<file path="config.mk">
export PLATFORM = sky130hd
export DESIGN_NAME = cv32e40p_debug_entry_sched
export DESIGN_NICKNAME = d
export VERILOG_FILES = /design/src/rtl/cv32e40p_debug_entry_sched.sv
export SDC_FILE = /design/constraint.sdc
export NUM_CORES = 1
export LEC_CHECK = 0
export ABC_AREA = 1
export CAP_MARGIN = 15
export CORE_MARGIN = 3
export CORE_UTILIZATION = 48
export DETAILED_ROUTE_END_ITERATION = 16
export PLACE_DENSITY = 0.84
export SLEW_MARGIN = 10
export SYNTH_ARGS = -nofsm -noshare
export SYNTH_HDL_FRONTEND = slang
export SYNTH_SLANG_ARGS = --single-unit
export TNS_END_PERCENT = 50
</file>
<file path="constraint.sdc">
create_clock -name clk_i -period 1.53 [get_ports clk_i]
set_input_delay 0.306 -clock clk_i [delete_from_list [all_inputs] [get_ports clk_i]]
set_output_delay 0.306 -clock clk_i [all_outputs]
set_load 0.05 [all_outputs]
</file>
<file path="src/rtl/cv32e40p_debug_entry_sched.sv">
// cv32e40p_debug_entry_sched: prioritises debug entry causes, drains the LSU,
// handshakes entry with the controller and tracks debug mode until dret.
module cv32e40p_debug_entry_sched #(
    parameter int unsigned FLUSH_MAX = 15
) (
    input  logic       clk_i,
    input  logic       rst_i,
    input  logic       insn_valid_i,
    input  logic       trigger_match_i,
    input  logic       ebrk_insn_i,
    input  logic       ebrk_force_debug_mode_i,
    input  logic       debug_req_i,
    input  logic       debug_single_step_i,
    input  logic       lsu_busy_i,
    input  logic       data_err_i,
    input  logic       entry_ack_i,
    input  logic       dret_i,
    output logic       entry_req_o,
    output logic [2:0] entry_cause_o,
    output logic       entry_if_o,
    output logic       cause_we_o,
    output logic       debug_mode_o,
    output logic       flush_timeout_o
);
    localparam int unsigned CW = $clog2(FLUSH_MAX + 1);
    typedef enum logic [1:0] {IDLE, FLUSH, REQ, DEBUG} state_e;
    state_e        state_q, state_d;
    logic [CW-1:0] cnt_q;
    logic [2:0]    cause_q, win_cause;
    logic          if_q, we_q, dbg_q, halt_pending_q, step_armed_q, step_hit_q, win, cnt_max;
    assign entry_req_o   = state_q == REQ;
    assign entry_cause_o = cause_q;
    assign entry_if_o    = if_q;
    assign cause_we_o    = we_q & entry_req_o;
    assign debug_mode_o  = dbg_q;
    assign cnt_max       = cnt_q == CW'(FLUSH_MAX);
    always_comb begin
        win_cause = trigger_match_i                           ? 3'd2 :
                    (ebrk_insn_i & ebrk_force_debug_mode_i)   ? 3'd1 :
                    (halt_pending_q | debug_req_i)            ? 3'd3 :
                    step_hit_q                                ? 3'd4 : 3'd0;
        win             = insn_valid_i && win_cause != 3'd0;
        flush_timeout_o = 1'b0;
        state_d         = state_q;
        case (state_q)
            IDLE:  state_d = win ? FLUSH : IDLE;
            FLUSH: begin
                // a bus error aborts the drain; re-entry from debug mode falls back to DEBUG
                if (data_err_i) state_d = dbg_q ? DEBUG : IDLE;
                else if (!lsu_busy_i) state_d = REQ;
                else if (cnt_max) begin
                    flush_timeout_o = 1'b1;
                    state_d         = REQ;
                end
            end
            REQ:   state_d = entry_ack_i ? DEBUG : REQ;
            DEBUG: state_d = dret_i ? IDLE : (ebrk_insn_i & insn_valid_i) ? FLUSH : DEBUG;
            default: state_d = IDLE;
        endcase
    end
    always_ff @(posedge clk_i or posedge rst_i) begin
        if (rst_i) begin
            state_q        <= IDLE;
            cnt_q          <= '0;
            cause_q        <= 3'd0;
            if_q           <= 1'b0;
            we_q           <= 1'b0;
            dbg_q          <= 1'b0;
            halt_pending_q <= 1'b0;
            step_armed_q   <= 1'b0;
            step_hit_q     <= 1'b0;
        end else begin
            state_q <= state_d;
            if (debug_req_i && !dbg_q) halt_pending_q <= 1'b1;
            case (state_q)
                IDLE: begin
                    if (win) begin
                        cause_q <= win_cause;
                        if_q    <= win_cause == 3'd4;
                        we_q    <= 1'b1;
                        cnt_q   <= '0;
                    end else if (insn_valid_i && step_armed_q) begin
                        // the stepped instruction retires; the next one takes the step entry
                        step_armed_q <= 1'b0;
                        step_hit_q   <= 1'b1;
                    end
                end
                FLUSH: cnt_q <= cnt_max ? cnt_q : cnt_q + 1'b1;
                REQ: begin
                    if (entry_ack_i) begin
                        dbg_q          <= 1'b1;
                        halt_pending_q <= 1'b0;
                        step_armed_q   <= 1'b0;
                        step_hit_q     <= 1'b0;
                    end
                end
                DEBUG: begin
                    if (dret_i) begin
                        dbg_q        <= 1'b0;
                        step_armed_q <= debug_single_step_i;
                    end else if (ebrk_insn_i && insn_valid_i) begin
                        we_q  <= 1'b0;
                        if_q  <= 1'b0;
                        cnt_q <= '0;
                    end
                end
                default: ;
            endcase
        end
    end
endmodule

</file>
==> impl_metrics.env, run 1 <==
export IMPL_port_buffers=19
export IMPL_async_flop_share=1.00
export IMPL_grt_max_degree=16
export IMPL_min_path_type="input pin to async pin"
export IMPL_die_area_mm2=0.00240
export IMPL_initialDrtViolationCount=56
export IMPL_grt_usage=0.215
export IMPL_power_density_mw_per_mm2=1830
export IMPL_finish_utilization=0.823
export IMPL_clock_fmax_mhz=599
export IMPL_r2r_start="state_q[0]"
export IMPL_crit_path_end_kind="output port"
export IMPL_worst_pin_slew_ps=262
export IMPL_syn_nets=138
export IMPL_root_buffer="clkbuf_4"
export IMPL_synth_avg_cell_area_um2=7.09
export IMPL_synth_edff_count=0
export IMPL_antenna_left=0
export IMPL_wl_per_cell_um=12.7
export IMPL_cp_required_ps=1220
export IMPL_yosys_warnings=0
export IMPL_syn2layout_area_growth_pct=49.7
export IMPL_hold_violations=0
export IMPL_synth_most_common_cell="nand2_1"
export IMPL_via_per_inst=5.31
export IMPL_cts_htree_levels=1
export IMPL_diodes=0
export IMPL_cap_violations=0
export IMPL_overflow=0
export IMPL_grt_pass1_wl_mm=4.08
export IMPL_slew_viol_final=0
export IMPL_insertion_delay_ps=280
export IMPL_finalHoldWorstSlack_ps=329
export IMPL_syn_cell_area_um2=886
export IMPL_final_setup_worst_slack_ps=-138
export IMPL_synth_area_top_cells="dfrtp_1 42%, nand2_1 19%, inv_1 6.4%, nand3_1 6.2%, nor2_1 4.7%"
export IMPL_grt_pass1_vias=926
export IMPL_drcViolationCount=0
export IMPL_dpl_worst_slack_ps=-114
export IMPL_cts_sinks=15
export IMPL_cp_arrival_ps=1360
export IMPL_synthCells=125
export IMPL_cts_tree="built"
export IMPL_die_w_um=49.0
export IMPL_p_leak_uw=0.000676
export IMPL_synth_seq_cells=15
export IMPL_fill_cells=103
export IMPL_status="finished with violations"
export IMPL_core_mm2=0.00161
export IMPL_nNetsFinal=170
export IMPL_fin_worst_skew_ps=1.02
export IMPL_synth_cell_type_count=21
export IMPL_drive_gt1_frac=0.244
export IMPL_hpwl_mm=1.80
export IMPL_vdd_ir_drop_max_mv=1.37
export IMPL_initial_utilization=0.550
export IMPL_cp_startpoint="state_q[1]"
export IMPL_drt_wl_total_mm=2.28
export IMPL_place_gp_congestion=0.845
export IMPL_min_period_over_period=1.09
export IMPL_start_kind="flip-flop"
export IMPL_antenna_found_initial=0
export IMPL_rsz0062_at_grt="yes"
export IMPL_drtPass1Iterations=4
export IMPL_via_count=956
export IMPL_synth_commonest_cells="44 x nand2_1, 15 x dfrtp_1, 15 x inv_1"
export IMPL_ff2ff_setup_slack_ps=160
export IMPL_ys_seq_area_frac=0.424
export IMPL_crit_type="flip-flop to output port"
export IMPL_ff2ff_path_depth=5
export IMPL_min_period_ps=1670
export IMPL_fp_dieH_um=49.0
export IMPL_setup_viol=2
export IMPL_slew_headroom=0.824
export IMPL_layout_cells_non_filler=180
export IMPL_ctsHoldBuffers=0
export IMPL_fp_row_count=14
export IMPL_yosysTopAreaCell="dfrtp_1"
export IMPL_ys_flop_type="dfrtp_1"
export IMPL_r2r_end="entry_cause_o[1]"
export IMPL_io_pin_count=20
export IMPL_violations="negative setup slack"
export IMPL_endpoint="flush_timeout_o"
export IMPL_ctsLongestPathBuffers=2
export IMPL_placed_cells=174
export IMPL_clk_pin_slew_worst_paths_ps=90
export IMPL_path_max_fanout=4
export IMPL_cts_buffers=3
export IMPL_yosysTopAreaCellShare=0.424
==> cell type report <==
class | instances | area (um^2) | share of cell area
inverter | 18 | 67.6 | 0.0509
timing repair buffer | 28 | 338 | 0.255
multi-input combinational | 91 | 488 | 0.368
clock buffer | 4 | 26.3 | 0.0198
sequential | 15 | 377 | 0.284
tap | 24 | 30.0 | 0.0226
==> worst min-delay path by stage <==
stage / from / endpoint
2_1_floorplan: rst_i / cnt_q[0]
3_3_place_gp: halt_pending_q / halt_pending_q
3_5_place_dp: halt_pending_q / halt_pending_q
4_1_cts: rst_i / cnt_q[0]
5_1_grt: rst_i / cnt_q[0]
6_report: rst_i / cnt_q[0]
==> registers in the layout, indices dropped and copies added, names as in the netlist <==
register / count
cnt_q: 4
debug_mode_o: 1
entry_cause_o: 3
entry_if_o: 1
halt_pending_q: 1
state_q: 2
step_armed_q: 1
step_hit_q: 1
we_q: 1
==> power breakdown <==
| part | switching [uW] | internal, uW | total [uW] |
|---|---|---|---|
| Clock | 123 | 101 | 225 |
| Combinational | 869 | 616 | 1490 |
| Sequential | 172 | 549 | 721 |
| Total | 1160 | 1270 | 2430 |
==> metal layers <==
layer | routed length (um) | share of wire | global-route usage | vias up
li1 | - | - | - | 457
met4 | 72 | 0.032 | 0.0758 | 0
met3 | 133 | 0.058 | 0.0428 | 12
met2 | 1200 | 0.52 | 0.403 | 44
met1 | 881 | 0.39 | 0.238 | 443
met5 | 0 | 0 | 0 | -
==> critical path, stage by stage, from the launching register on <==
cell and delay [ps]:
dfrtp_1 450, inv_2 110, nand2_2 70, nor4_4 270
buf_12 180
==> per-stage QoR <==
stage | TNS, ps | total power [uW] | cell area, um^2
floorplan | -99.4 | 1560 | 913
global placement | -126 | 2070 | 1260
detailed placement | -495 | 2140 | 1260
CTS | -218 | 2410 | 1310
global route | -392 | 2600 | 1330
finish | -238 | 2430 | 1330
==> cells in the final DEF (no fill, tap or decap) <==
cell / netlist / routed
clkbuf_4: 0 / 3
dfrtp_2: 0 / 1
nand2_2: 2 / 2
ha_4: 0 / 1
nand3_2: 1 / 1
o21ai_1: 5 / 5
nand2_1: 44 / 44
nand2_4: 1 / 1
buf_12: 0 / 8
o21a_1: 1 / 1
nand4_1: 2 / 2
nor2_4: 2 / 4
nor2_1: 11 / 10
buf_4: 1 / 9
clkbuf_1: 0 / 1
clkdlybuf4s50_1: 0 / 11
or2_2: 1 / 1
o21ai_0: 2 / 2
nor4_4: 0 / 1
nand3_1: 11 / 10
nand3b_1: 2 / 2
inv_1: 15 / 14
dfrtp_1: 15 / 14
nand3_4: 0 / 1
nor2_2: 2 / 1
inv_2: 3 / 4
a21oi_1: 2 / 2
==> logic make-up after synthesis <==
| group | count (synthesis) | share of synthesized area |
|---|---|---|
| simple gates | 80 | 0.418 |
| buf+inv | 19 | 0.0847 |
| flops | 15 | 0.424 |
| compound gates | 10 | 0.0593 |
| fa+ha+maj | 1 | 0.0141 |
==> repair_timing <==
item	4_1_cts	5_1_grt
buffers inserted	2	0
setup endpoints to repair	2	2
cloned	0	0
resized for setup	4	2
No activity file was read; power rests on OpenSTA's default activity.
==> run 2: changes to the inputs <==
--- a/config.mk
+++ b/config.mk
@@ -7,8 +7,10 @@
 export LEC_CHECK = 0
 export ABC_AREA = 1
 export CAP_MARGIN = 15
+export CELL_PAD_IN_SITES_DETAIL_PLACEMENT = 0
+export CELL_PAD_IN_SITES_GLOBAL_PLACEMENT = 1
 export CORE_MARGIN = 3
-export CORE_UTILIZATION = 48
+export CORE_UTILIZATION = 34
 export DETAILED_ROUTE_END_ITERATION = 16
 export PLACE_DENSITY = 0.84
 export SLEW_MARGIN = 10
==> run 2 against run 1 <==
Net effect: the flow still finishes with violations (negative setup slack); sequential power fell by 2%; first-iteration DRC count fell by 70%; final cell count rose by 5.6%; routed wire length fell by 10%; setup slack improved by 24 ps; sequential share of layout area fell by 1.1 points; die area rose by 36%; cell area rose by 3.9%; utilization fell by 23 points.
==> impl_metrics.env, run 2 (synthesis results as in run 1) <==
export IMPL_nNetsFinal=176
export IMPL_grt_pass1_wl_mm=3.79
export IMPL_start_kind="flip-flop"
export IMPL_power_density_mw_per_mm2=1790
export IMPL_cts_sinks=15
export IMPL_final_area_mm2=0.00138
export IMPL_fin_worst_skew_ps=3.72
export IMPL_multi_input_area_um2=488
export IMPL_fill_cells=225
export IMPL_via_count=871
export IMPL_drcViolationCount=0
export IMPL_insertion_delay_ps=300
export IMPL_finalHoldWorstSlack_ps=296
export IMPL_die_area_mm2=0.00325
export IMPL_die_w_um=57.0
export IMPL_core_mm2=0.00234
export IMPL_regArea_um2=377
export IMPL_violations="negative setup slack"
export IMPL_root_buffer="clkbuf_4"
export IMPL_final_setup_worst_slack_ps=-115
export IMPL_clk_pin_slew_worst_paths_ps=100
export IMPL_cp_arrival_ps=1340
export IMPL_syn2layout_area_growth_pct=55.5
export IMPL_mostFrequentLayoutCell="nand2_1"
export IMPL_rsz0062_at_grt="yes"
export IMPL_setup_viol=2
export IMPL_regMostFlops="cnt_q"
export IMPL_wl_per_cell_um=10.8
export IMPL_final_cell_mix="44 x nand2_1, 15 x buf_4, 14 x inv_1, 14 x dfrtp_1, 11 x clkdlybuf4s50_1"
export IMPL_diodes=0
export IMPL_path_buf_inv=2
export IMPL_place_gp_congestion=0.767
export IMPL_fp_dieH_um=57.0
export IMPL_hpwl_mm=1.55
export IMPL_io_pin_count=20
export IMPL_antenna_left=0
export IMPL_drtPass1Iterations=4
export IMPL_slew_viol_final=0
export IMPL_overflow=0
export IMPL_largest_reg_flops=4
export IMPL_critPathMaxStageDelay_ps=420
export IMPL_grt_max_degree=16
export IMPL_vdd_ir_drop_max_mv=1.13
export IMPL_worst_pin_slew_ps=270
export IMPL_slew_headroom=0.818
export IMPL_cts_htree_levels=1
export IMPL_crit_path_end_kind="output port"
export IMPL_p_leak_uw=0.000709
export IMPL_fp_row_count=17
export IMPL_min_path_type="input pin to async pin"
export IMPL_crit_type="flip-flop to output port"
export IMPL_ctsLongestPathBuffers=2
export IMPL_cts_tree="built"
export IMPL_grt_usage=0.145
export IMPL_crit_family="flip-flops"
export IMPL_cp_required_ps=1220
export IMPL_path_max_fanout=3
export IMPL_min_period_ps=1640
export IMPL_status="finished with violations"
export IMPL_grt_pass1_vias=873
export IMPL_dpl_cell_area_mm2=0.00128
export IMPL_slowest_stage="dfrtp_1"
export IMPL_min_period_over_period=1.08
export IMPL_worstPathCellList="inv_2 > nand2_2 > nor4_4 > buf_12"
export IMPL_initialDrtViolationCount=17
export IMPL_port_buffers=19
export IMPL_initial_utilization=0.379
export IMPL_hold_violations=0
export IMPL_cap_violations=0
export IMPL_drive_gt1_frac=0.278
export IMPL_via_per_inst=4.58
export IMPL_antenna_found_initial=0
export IMPL_clock_fmax_mhz=608
export IMPL_drt_wl_total_mm=2.06
export IMPL_cts_buffers=3
## run 2: repair_timing
item,CTS,global route
hold buffers,0,0
pin swaps,2,2
setup buffers,3,3
resized for setup,4,2
setup endpoints to repair,2,2
## run 2: final timing paths
check	slack, ps	depth (start not counted)	endpoint	startpoint
max reg2reg	210	6	entry_if_o	state_q[1]
max	-110	4	flush_timeout_o	state_q[1]
min reg2reg	500	2	halt_pending_q	halt_pending_q
min	300	3	cnt_q[0]	rst_i
min in group clk_i	500	2	halt_pending_q	halt_pending_q
max in group asynchronous	1040	3	state_q[0]	rst_i
## run 2: routing by layer
metal / vias up / track usage / wire length, um
met5: - / 0 / 0
met4: 0 / 0.0298 / 17
met3: 2 / 0.0475 / 90
met2: 14 / 0.253 / 994
met1: 386 / 0.173 / 952
li1: 469 / - / -
## run 2: through the flow
step | setup TNS (ps) | worst slack [ps] | total power, uW | instances | utilization
6_report | -165 | -115 | 2460 | 190 | 0.589
5_1_grt | -309 | -208 | 2660 | 190 | 0.589
4_1_cts | -371 | -233 | 2410 | 187 | 0.575
3_5_place_dp | -248 | -98.7 | 2120 | 180 | 0.547
3_3_place_gp | -188 | -66.0 | 2100 | 180 | 0.547
2_1_floorplan | -99.4 | -99.4 | 1560 | 125 | -
## run 2: where the power goes
part	total (uW)	internal [uW]	switching [uW]
sequential	708	548	159
combinational	1510	672	835
clock	246	97.4	148
## run 2: cell type report
cell class                      count  share of cell area
Clock buffer                        3              0.0163
Clock inverter                      1             0.00363
Inverter                           18              0.0490
Multi-Input combinational cell     91               0.354
Sequential cell                    15               0.273
Tap cell                           28              0.0254
Timing Repair Buffer               34               0.278
## run 2: worst min-delay path, cell delays in order
cell,delay (ps)
clkdlybuf4s50_1,390
inv_1,50
buf_4,220
